--- src/rtl/mult_div_unit.sv ---
// Iterative 32x32 multiply / divide unit with HI/LO result registers.
// One shift-add or restoring shift-subtract step per cycle over 32 cycles.
// A final cycle applies the sign fix-up and commits the result to hi/lo.
//
// state | meaning
// ------+-----------------------------------------------------------
// IDLE  | waiting for start; MTHI/MTLO writes are accepted here
// CALC  | 32 iterations of the multiply or divide datapath
// FIX   | sign correction, hi/lo commit, done pulse
module mult_div_unit (
    input  logic        clk,
    input  logic        reset,
    input  logic        start,
    input  logic [1:0]  op,
    input  logic [31:0] rs_data,
    input  logic [31:0] rt_data,
    input  logic        hi_write,
    input  logic        lo_write,
    input  logic [31:0] write_data,
    output logic        busy,
    output logic        done,
    output logic [31:0] hi,
    output logic [31:0] lo
);

    typedef enum logic [1:0] {
        IDLE = 2'd0,
        CALC = 2'd1,
        FIX  = 2'd2
    } state_t;

    state_t      state, state_nxt;

    logic [1:0]  op_q;
    logic [31:0] opb_q;      // multiplicand or divisor magnitude
    logic [31:0] acc_q;      // product upper word or partial remainder
    logic [31:0] mq_q;       // multiplier / product lower word, or dividend / quotient
    logic        neg_res_q;
    logic        neg_dvd_q;
    logic [4:0]  cnt_q;

    logic        load, step, commit, reg_write;

    logic        is_signed;
    logic [31:0] a_mag, b_mag;
    logic [32:0] add_sum;
    logic [32:0] shifted;
    logic [32:0] diff;
    logic [63:0] prod_raw, prod_res;
    logic [31:0] quot_res, rem_res;

    // Next-state and control decode; start has priority over MTHI/MTLO in IDLE
    always_comb begin
        state_nxt = state;
        busy      = 1'b0;
        load      = 1'b0;
        step      = 1'b0;
        commit    = 1'b0;
        reg_write = 1'b0;
        case (state)
            IDLE: begin
                if (start) begin
                    load      = 1'b1;
                    state_nxt = CALC;
                end else begin
                    reg_write = 1'b1;
                end
            end
            CALC: begin
                busy = 1'b1;
                step = 1'b1;
                if (cnt_q == 5'd31) begin
                    state_nxt = FIX;
                end
            end
            FIX: begin
                busy      = 1'b1;
                commit    = 1'b1;
                state_nxt = IDLE;
            end
            default: state_nxt = IDLE;
        endcase
    end

    // Operand magnitudes, per-step arithmetic and sign-corrected results
    always_comb begin
        is_signed = op[0];
        a_mag     = (is_signed && rs_data[31]) ? (32'd0 - rs_data) : rs_data;
        b_mag     = (is_signed && rt_data[31]) ? (32'd0 - rt_data) : rt_data;
        add_sum   = {1'b0, acc_q} + (mq_q[0] ? {1'b0, opb_q} : 33'd0);
        shifted   = {acc_q, mq_q[31]};
        diff      = shifted - {1'b0, opb_q};
        prod_raw  = {acc_q, mq_q};
        prod_res  = neg_res_q ? (64'd0 - prod_raw) : prod_raw;
        quot_res  = neg_res_q ? (32'd0 - mq_q) : mq_q;
        rem_res   = neg_dvd_q ? (32'd0 - acc_q) : acc_q;
    end

    // State register
    always_ff @(posedge clk) begin
        if (reset) begin
            state <= IDLE;
        end else begin
            state <= state_nxt;
        end
    end

    // Operand capture and iterative multiply / restoring divide datapath
    always_ff @(posedge clk) begin
        if (reset) begin
            op_q      <= 2'd0;
            opb_q     <= 32'd0;
            acc_q     <= 32'd0;
            mq_q      <= 32'd0;
            neg_res_q <= 1'b0;
            neg_dvd_q <= 1'b0;
            cnt_q     <= 5'd0;
        end else if (load) begin
            op_q      <= op;
            opb_q     <= b_mag;
            acc_q     <= 32'd0;
            mq_q      <= a_mag;
            neg_res_q <= is_signed && (rs_data[31] ^ rt_data[31]);
            neg_dvd_q <= (op == 2'b11) && rs_data[31];
            cnt_q     <= 5'd0;
        end else if (step) begin
            cnt_q <= cnt_q + 5'd1;
            if (op_q[1]) begin
                // With a zero divisor no subtract ever borrows, so acc ends up
                // holding the dividend magnitude and the remainder path yields rs.
                if (!diff[32]) begin
                    acc_q <= diff[31:0];
                    mq_q  <= {mq_q[30:0], 1'b1};
                end else begin
                    acc_q <= shifted[31:0];
                    mq_q  <= {mq_q[30:0], 1'b0};
                end
            end else begin
                acc_q <= add_sum[32:1];
                mq_q  <= {add_sum[0], mq_q[31:1]};
            end
        end
    end

    // HI/LO registers and done pulse
    always_ff @(posedge clk) begin
        if (reset) begin
            hi   <= 32'd0;
            lo   <= 32'd0;
            done <= 1'b0;
        end else begin
            done <= commit;
            if (commit) begin
                if (op_q[1]) begin
                    hi <= rem_res;
                    lo <= (opb_q == 32'd0) ? 32'hFFFF_FFFF : quot_res;
                end else begin
                    hi <= prod_res[63:32];
                    lo <= prod_res[31:0];
                end
            end else if (reg_write) begin
                if (hi_write) begin
                    hi <= write_data;
                end
                if (lo_write) begin
                    lo <= write_data;
                end
            end
        end
    end

endmodule
--- config.mk ---
export PLATFORM = sky130hd
export DESIGN_NAME = mult_div_unit
export DESIGN_NICKNAME = d
export VERILOG_FILES = /design/src/rtl/mult_div_unit.sv
export SDC_FILE = /design/constraint.sdc
export NUM_CORES = 1
export LEC_CHECK = 0
export CAP_MARGIN = 20
export CORE_MARGIN = 3
export CORE_UTILIZATION = 50
export DETAILED_ROUTE_END_ITERATION = 10
export GPL_TIMING_DRIVEN = 1
export HOLD_SLACK_MARGIN = 0.08
export PLACE_DENSITY = 0.71
export SYNTH_ARGS = -nofsm -noshare
export SYNTH_HDL_FRONTEND = slang
export SYNTH_SLANG_ARGS = --single-unit
--- constraint.sdc ---
create_clock -name clk -period 4.9 [get_ports clk]
set_input_delay 0.49 -clock clk [delete_from_list [all_inputs] [get_ports clk]]
set_output_delay 0.49 -clock clk [all_outputs]
set_load 0.03 [all_outputs]
Word level (Yosys, flattened, before mapping)

Cells that the tools add are included.

Bits in registers: 172
Input port bits: 103

Bitwise logic cells: 1
Equality and inequality tests: 6
$add $sub $neg: 8
Muxes and demuxes: 31
Reductions and logical operators: 15

Operator list:

| operator                                                            | number |
|---|---|
| 32-bit two-way mux                                                  | 19 |
| 1-bit by 32-bit subtractor with 32-bit output, first input constant | 4 |
| 64-bit two-way mux                                                  | 1 |
| 1-bit by 64-bit subtractor with 64-bit output, first input constant | 1 |
| 32-bit by 32-bit adder with 33-bit output                           | 1 |
| 33-bit by 32-bit subtractor with 33-bit output                      | 1 |
| 32-bit logical NOT                                                  | 1 |
| 1-bit two-way mux                                                   | 8 |
| 2-bit nonzero test                                                  | 4 |
| 2-bit AND reduction                                                 | 3 |
| 5-bit by 1-bit adder with 5-bit output, second input constant       | 1 |
| 5-bit == test, second input constant                                | 1 |
| 2-bit == test, second input constant                                | 2 |
| 1-bit logical AND                                                   | 4 |
| 2-bit two-way mux                                                   | 2 |
| 2-bit != test, second input constant                                | 2 |
| 2-bit case mux with 2 select lines                                  | 1 |
| 2-bit OR reduction                                                  | 2 |
| 2-bit by 1-bit == test with 1-bit output, second input constant     | 1 |
| 2-bit logical NOT                                                   | 1 |
| 1-bit XOR                                                           | 1 |

Logic depth before layout (Yosys ltp)

Depth after elaboration: 5
Depth in mapped cells: 15

Worst setup path before layout

OpenSTA, ideal clock, no wires.

Path kind: register to register
From: register mq_q[31]
To: register acc_q[7]
Library setup time: 132 ps
Path buffers: 2
Data arrival time: 3399 ps
Path slack: 1370 ps
Stages on the path, launching flop included: 15
Period minus slack after synthesis: 3530 ps
Cell sequence: dfxtp_1 -> clkbuf_1 -> inv_1 -> ha_1 -> fa_1 -> nand2b_1 -> a21oi_1 -> o41ai_1 -> o21ai_1 -> a21oi_1 -> xnor2_1 -> clkbuf_1 -> mux2_2 -> o21ai_0 -> o21ai_0

Cells in the longest elaborated chain, start to end: 3

RTL lines:

| element                                        | RTL line | source |
|---|---|---|
| from (decl)                                    | 37       | `logic [31:0] mq_q;` |
| from (signal assigned)                         | 122      | `mq_q <= a_mag;` |
| from (signal assigned)                         | 133      | `mq_q <= {mq_q[30:0], 1'b1};` |
| from (signal assigned)                         | 136      | `mq_q <= {mq_q[30:0], 1'b0};` |
| 33-bit by 32-bit subtractor with 33-bit output | 92       | `diff = shifted - {1'b0, opb_q};` |
| 32-bit two-way mux                             | 131      | `if (!diff[32]) begin` |
| 32-bit two-way mux                             | 128      | `if (op_q[1]) begin` |
| to (signal assigned)                           | 132      | `acc_q <= diff[31:0];` |
| to (signal assigned)                           | 135      | `acc_q <= shifted[31:0];` |
| to (signal assigned)                           | 139      | `acc_q <= add_sum[32:1];` |
| to (decl)                                      | 36       | `logic [31:0] acc_q;` |

No other way between the ends.
A chain may end at the register's enable or synchronous reset.

Worst setup path after layout

Same ends and word-level chain as after synthesis.

==> results by group <==
Outcome
  • Run status: finished, final reports clean

Critical path
  • FF-to-FF setup slack: 480 ps
  • CP Cell Sequence: inv_1 > ha_1 > fa_1 > nand2b_1 > a21oi_1 > o41ai_1 > o21ai_1 > a21oi_1 > xnor2_2 > buf_4 > mux2_2 > o21ai_0 > o21ai_0
  • Worst Path Required: 5200 ps
  • CP delay by family, top: compound AO/OA/AOI/OAI gates
  • CP Launch Type: flop
  • Worst r2r path cells: 13
  • Largest fanout on the critical path: 19
  • Reg2reg end: acc_q[7]
  • Crit path DAT: 4720 ps
  • Worst reg2reg path startpoint: mq_q[31]
  • CP peak stage delay: 830 ps
  • Crit-path slowest cell: xnor2_2
  • Buf+Inv Stages, Crit Path: 2
  • Crit end category: flop
  • Worst Path Class, Setup: flop to flop

Placed design
  • Inst Count DP: 2288
  • Buffers on Ports: 168
  • Place WS: 544.7 ps
  • DP Area: 0.01599 mm2
  • Routability cong.: 1.011
  • Dpl hpwl: 35430 um

Logic synthesis
  • Post-synthesis sequential area ratio: 24.11%
  • Synthesized area per cell: 7.655 um2
  • Top_reg_cell synth: dfxtp_1
  • Top area cells in the synthesized netlist: dfxtp_1 (24%), a211oi_1 (10%), ha_1 (6.5%)
  • Most frequent cells after synthesis: a211oi_1 (191), nor2_1 (175), dfxtp_1 (171), a21oi_1 (129), clkbuf_1 (117)
  • Asr flop ratio synth: 0%
  • Cell variety after synth: 75
  • Syn. warnings: 0
  • Top-area cell type share of the netlist area: 24.11%
  • Synthesized area: 0.01420 mm2
  • #FFs+latches synth: 171
  • Number of flops mapped to enable cells by yosys: 0
  • Count leader, synth: a211oi_1
  • Mapped Cells: 1855
  • Syn nets: 2034
  • Area leader, netlist: dfxtp_1

Finish
  • Non-Filler Instances: 2319
  • Layout cells sized above 1: 4.482%
  • Area of the multi-input gates: 0.01003 mm2
  • Design area: 0.01660 mm2
  • Reg area: 0.003425 mm2
  • Final nets: 2108
  • Fill count: 2578
  • Layout area overhead: 16.93%
  • Inserted Diodes: 0

Clocking
  • Hold buffers post-CTS: 0
  • H-tree depth: 4
  • Worst-path clk slew: 80 ps
  • Clock Sinks: 171
  • CTS tree: done
  • CTS buffer count: 17
  • Clock Tree Root: clkbuf_16
  • Number of setup buffers added after CTS: 0
  • Resize count post-CTS: 0
  • Max Root-Sink Buffers: 2
  • Later-pin clock latency in the skew report: 450 ps

STA
  • Relative slew margins: 26.79%
  • Setup skew after layout: 18.28 ps
  • Post-Route Setup TNS: 0 ps
  • WHS: 461.6 ps
  • Slew @ Worst Pin: 1098 ps
  • Hold Vio Cnt, Final: 0
  • Max Slew Vio Count: 0
  • PnR worst setup slack: 484.0 ps
  • Final setup fails: 0
  • RSZ-0062 raised after global routing: no
  • Final period util: 90.12%
  • Max Fclk: 226.5 MHz
  • Shortest period the worst path allows: 4416 ps

Power and ir drop
  • Sequential share of power: 32.0%
  • Net load switching power: 2.139 mW
  • Clock Power Share: 27.6%
  • Peak supply drop: 0.0002431 V
  • Pwr per Cell Area: 319.7 mW/mm2
  • Switching Share: 40.30%
  • Logic pwr share: 40.4%
  • Leakage power: 6.199 nW
  • Int Pwr: 3.169 mW

Route
  • Detailed Route Iter0 Violations: 1274
  • Via density: 6.286
  • DR vias: 14.58k
  • WL/cell: 20.38 um
  • Drt drc: 0
  • Detailed Route WL: 47250 um
  • ANT nets after route: 0
  • Initial DRT Pass Iterations: 7

Worst hold path
  • Hold path depth: 2
  • Min-Delay Path Class: input pin to flop
  • Worst hold start: reset
  • Hold path endpoint: lo[23]

Global route
  • Total GRT Usage: 29.79%
  • GR Overflow Total: 0
  • First-pass GRT wire length: 73640 um
  • Vias in the first global route: 13.41k
  • Initial antenna violation count: 1
  • Largest net degree at the start of global routing: 104

Floorplanning
  • IO Pins: 169
  • Die area: 0.03046 mm2
  • Row cnt: 61
  • Die span in x: 174.5 um
  • Core area: 0.02786 mm2
  • Initial core utilization: 50.97%
  • Chip Height: 174.5 um

Job
  • Max-cap violation count: 0
==> logic make-up (layout without fill, tap and decap cells) <==
| logic type | after synthesis | count (layout) | share of synthesized area [%] |
|---|---|---|---|
| buf+inv | 194 | 280 | 5.366 |
| simple gates | 558 | 558 | 19.83 |
| compound gates | 629 | 629 | 29.30 |
| flops | 171 | 171 | 24.11 |
| fa+ha+maj | 76 | 76 | 6.802 |
| xor+xnor | 165 | 165 | 10.18 |
| mux | 62 | 62 | 4.423 |
==> final cells by class <==
| class | instances | area share, % |
|---|---|---|
| timing repair buffer | 190 | 11.11 |
| tap | 378 | 2.849 |
| sequential | 171 | 20.63 |
| clock buffer | 18 | 2.585 |
| multi-input combinational | 1490 | 60.39 |
| clock inverter | 13 | 1.108 |
| inverter | 59 | 1.334 |
==> how the worst max path moves through the flow <==
stage	startpoint	slack, ps	depth (start not counted)	endpoint
final	mq_q[31]	480	13	acc_q[7]
after global routing	mq_q[31]	270	13	acc_q[7]
after CTS	mq_q[31]	530	13	acc_q[7]
after detailed placement	mq_q[31]	540	13	acc_q[7]
after global placement	mq_q[31]	700	13	acc_q[7]
after floorplan	mq_q[31]	1370	14	acc_q[7]
==> stage by stage <==
step	power (mW)	util, %
after floorplan	3.165	-
after CTS	5.279	59.60
after global placement	3.789	57.40
after detailed placement	3.814	57.40
after global routing	5.577	59.60
final	5.308	59.60
==> sequential cells by signal, indices dropped and copies added (netlist names) <==
signal / flops
acc_q: 32
hi: 32
neg_res_q: 1
lo: 32
done: 1
op_q: 1
neg_dvd_q: 1
opb_q: 32
cnt_q: 5
mq_q: 32
state: 2
==> power groups by stage <==
stage / registers (mW) / clock network (mW) / logic (mW)
2_1_floorplan: 1.70 / 0 / 1.47
3_3_place_gp: 1.72 / 0 / 2.07
3_5_place_dp: 1.72 / 0 / 2.09
4_1_cts: 1.69 / 1.48 / 2.10
5_1_grt: 1.72 / 1.53 / 2.33
6_report: 1.70 / 1.47 / 2.15
==> per-layer routing <==
metal	vias up	share of wire (%)	track usage [%]
li1	7056	-	-
met1	6864	46	42.31
met2	577	45	46.60
met3	80	7.0	4.827
met4	0	2.4	8.876
met5	-	0	0
==> cell usage in the layout, fill, tap and decap left out, types with 58 or more instances in the layout <==
master             n
nand2_1          111
a21oi_1          129
xnor2_1           70
clkdlybuf4s50_1  167
o21ai_0          105
inv_1             58
dfxtp_1          170
a211oi_1         191
xor2_1            94
ha_1              73
nor2_1           175
Power figures use the tool's default switching activity.
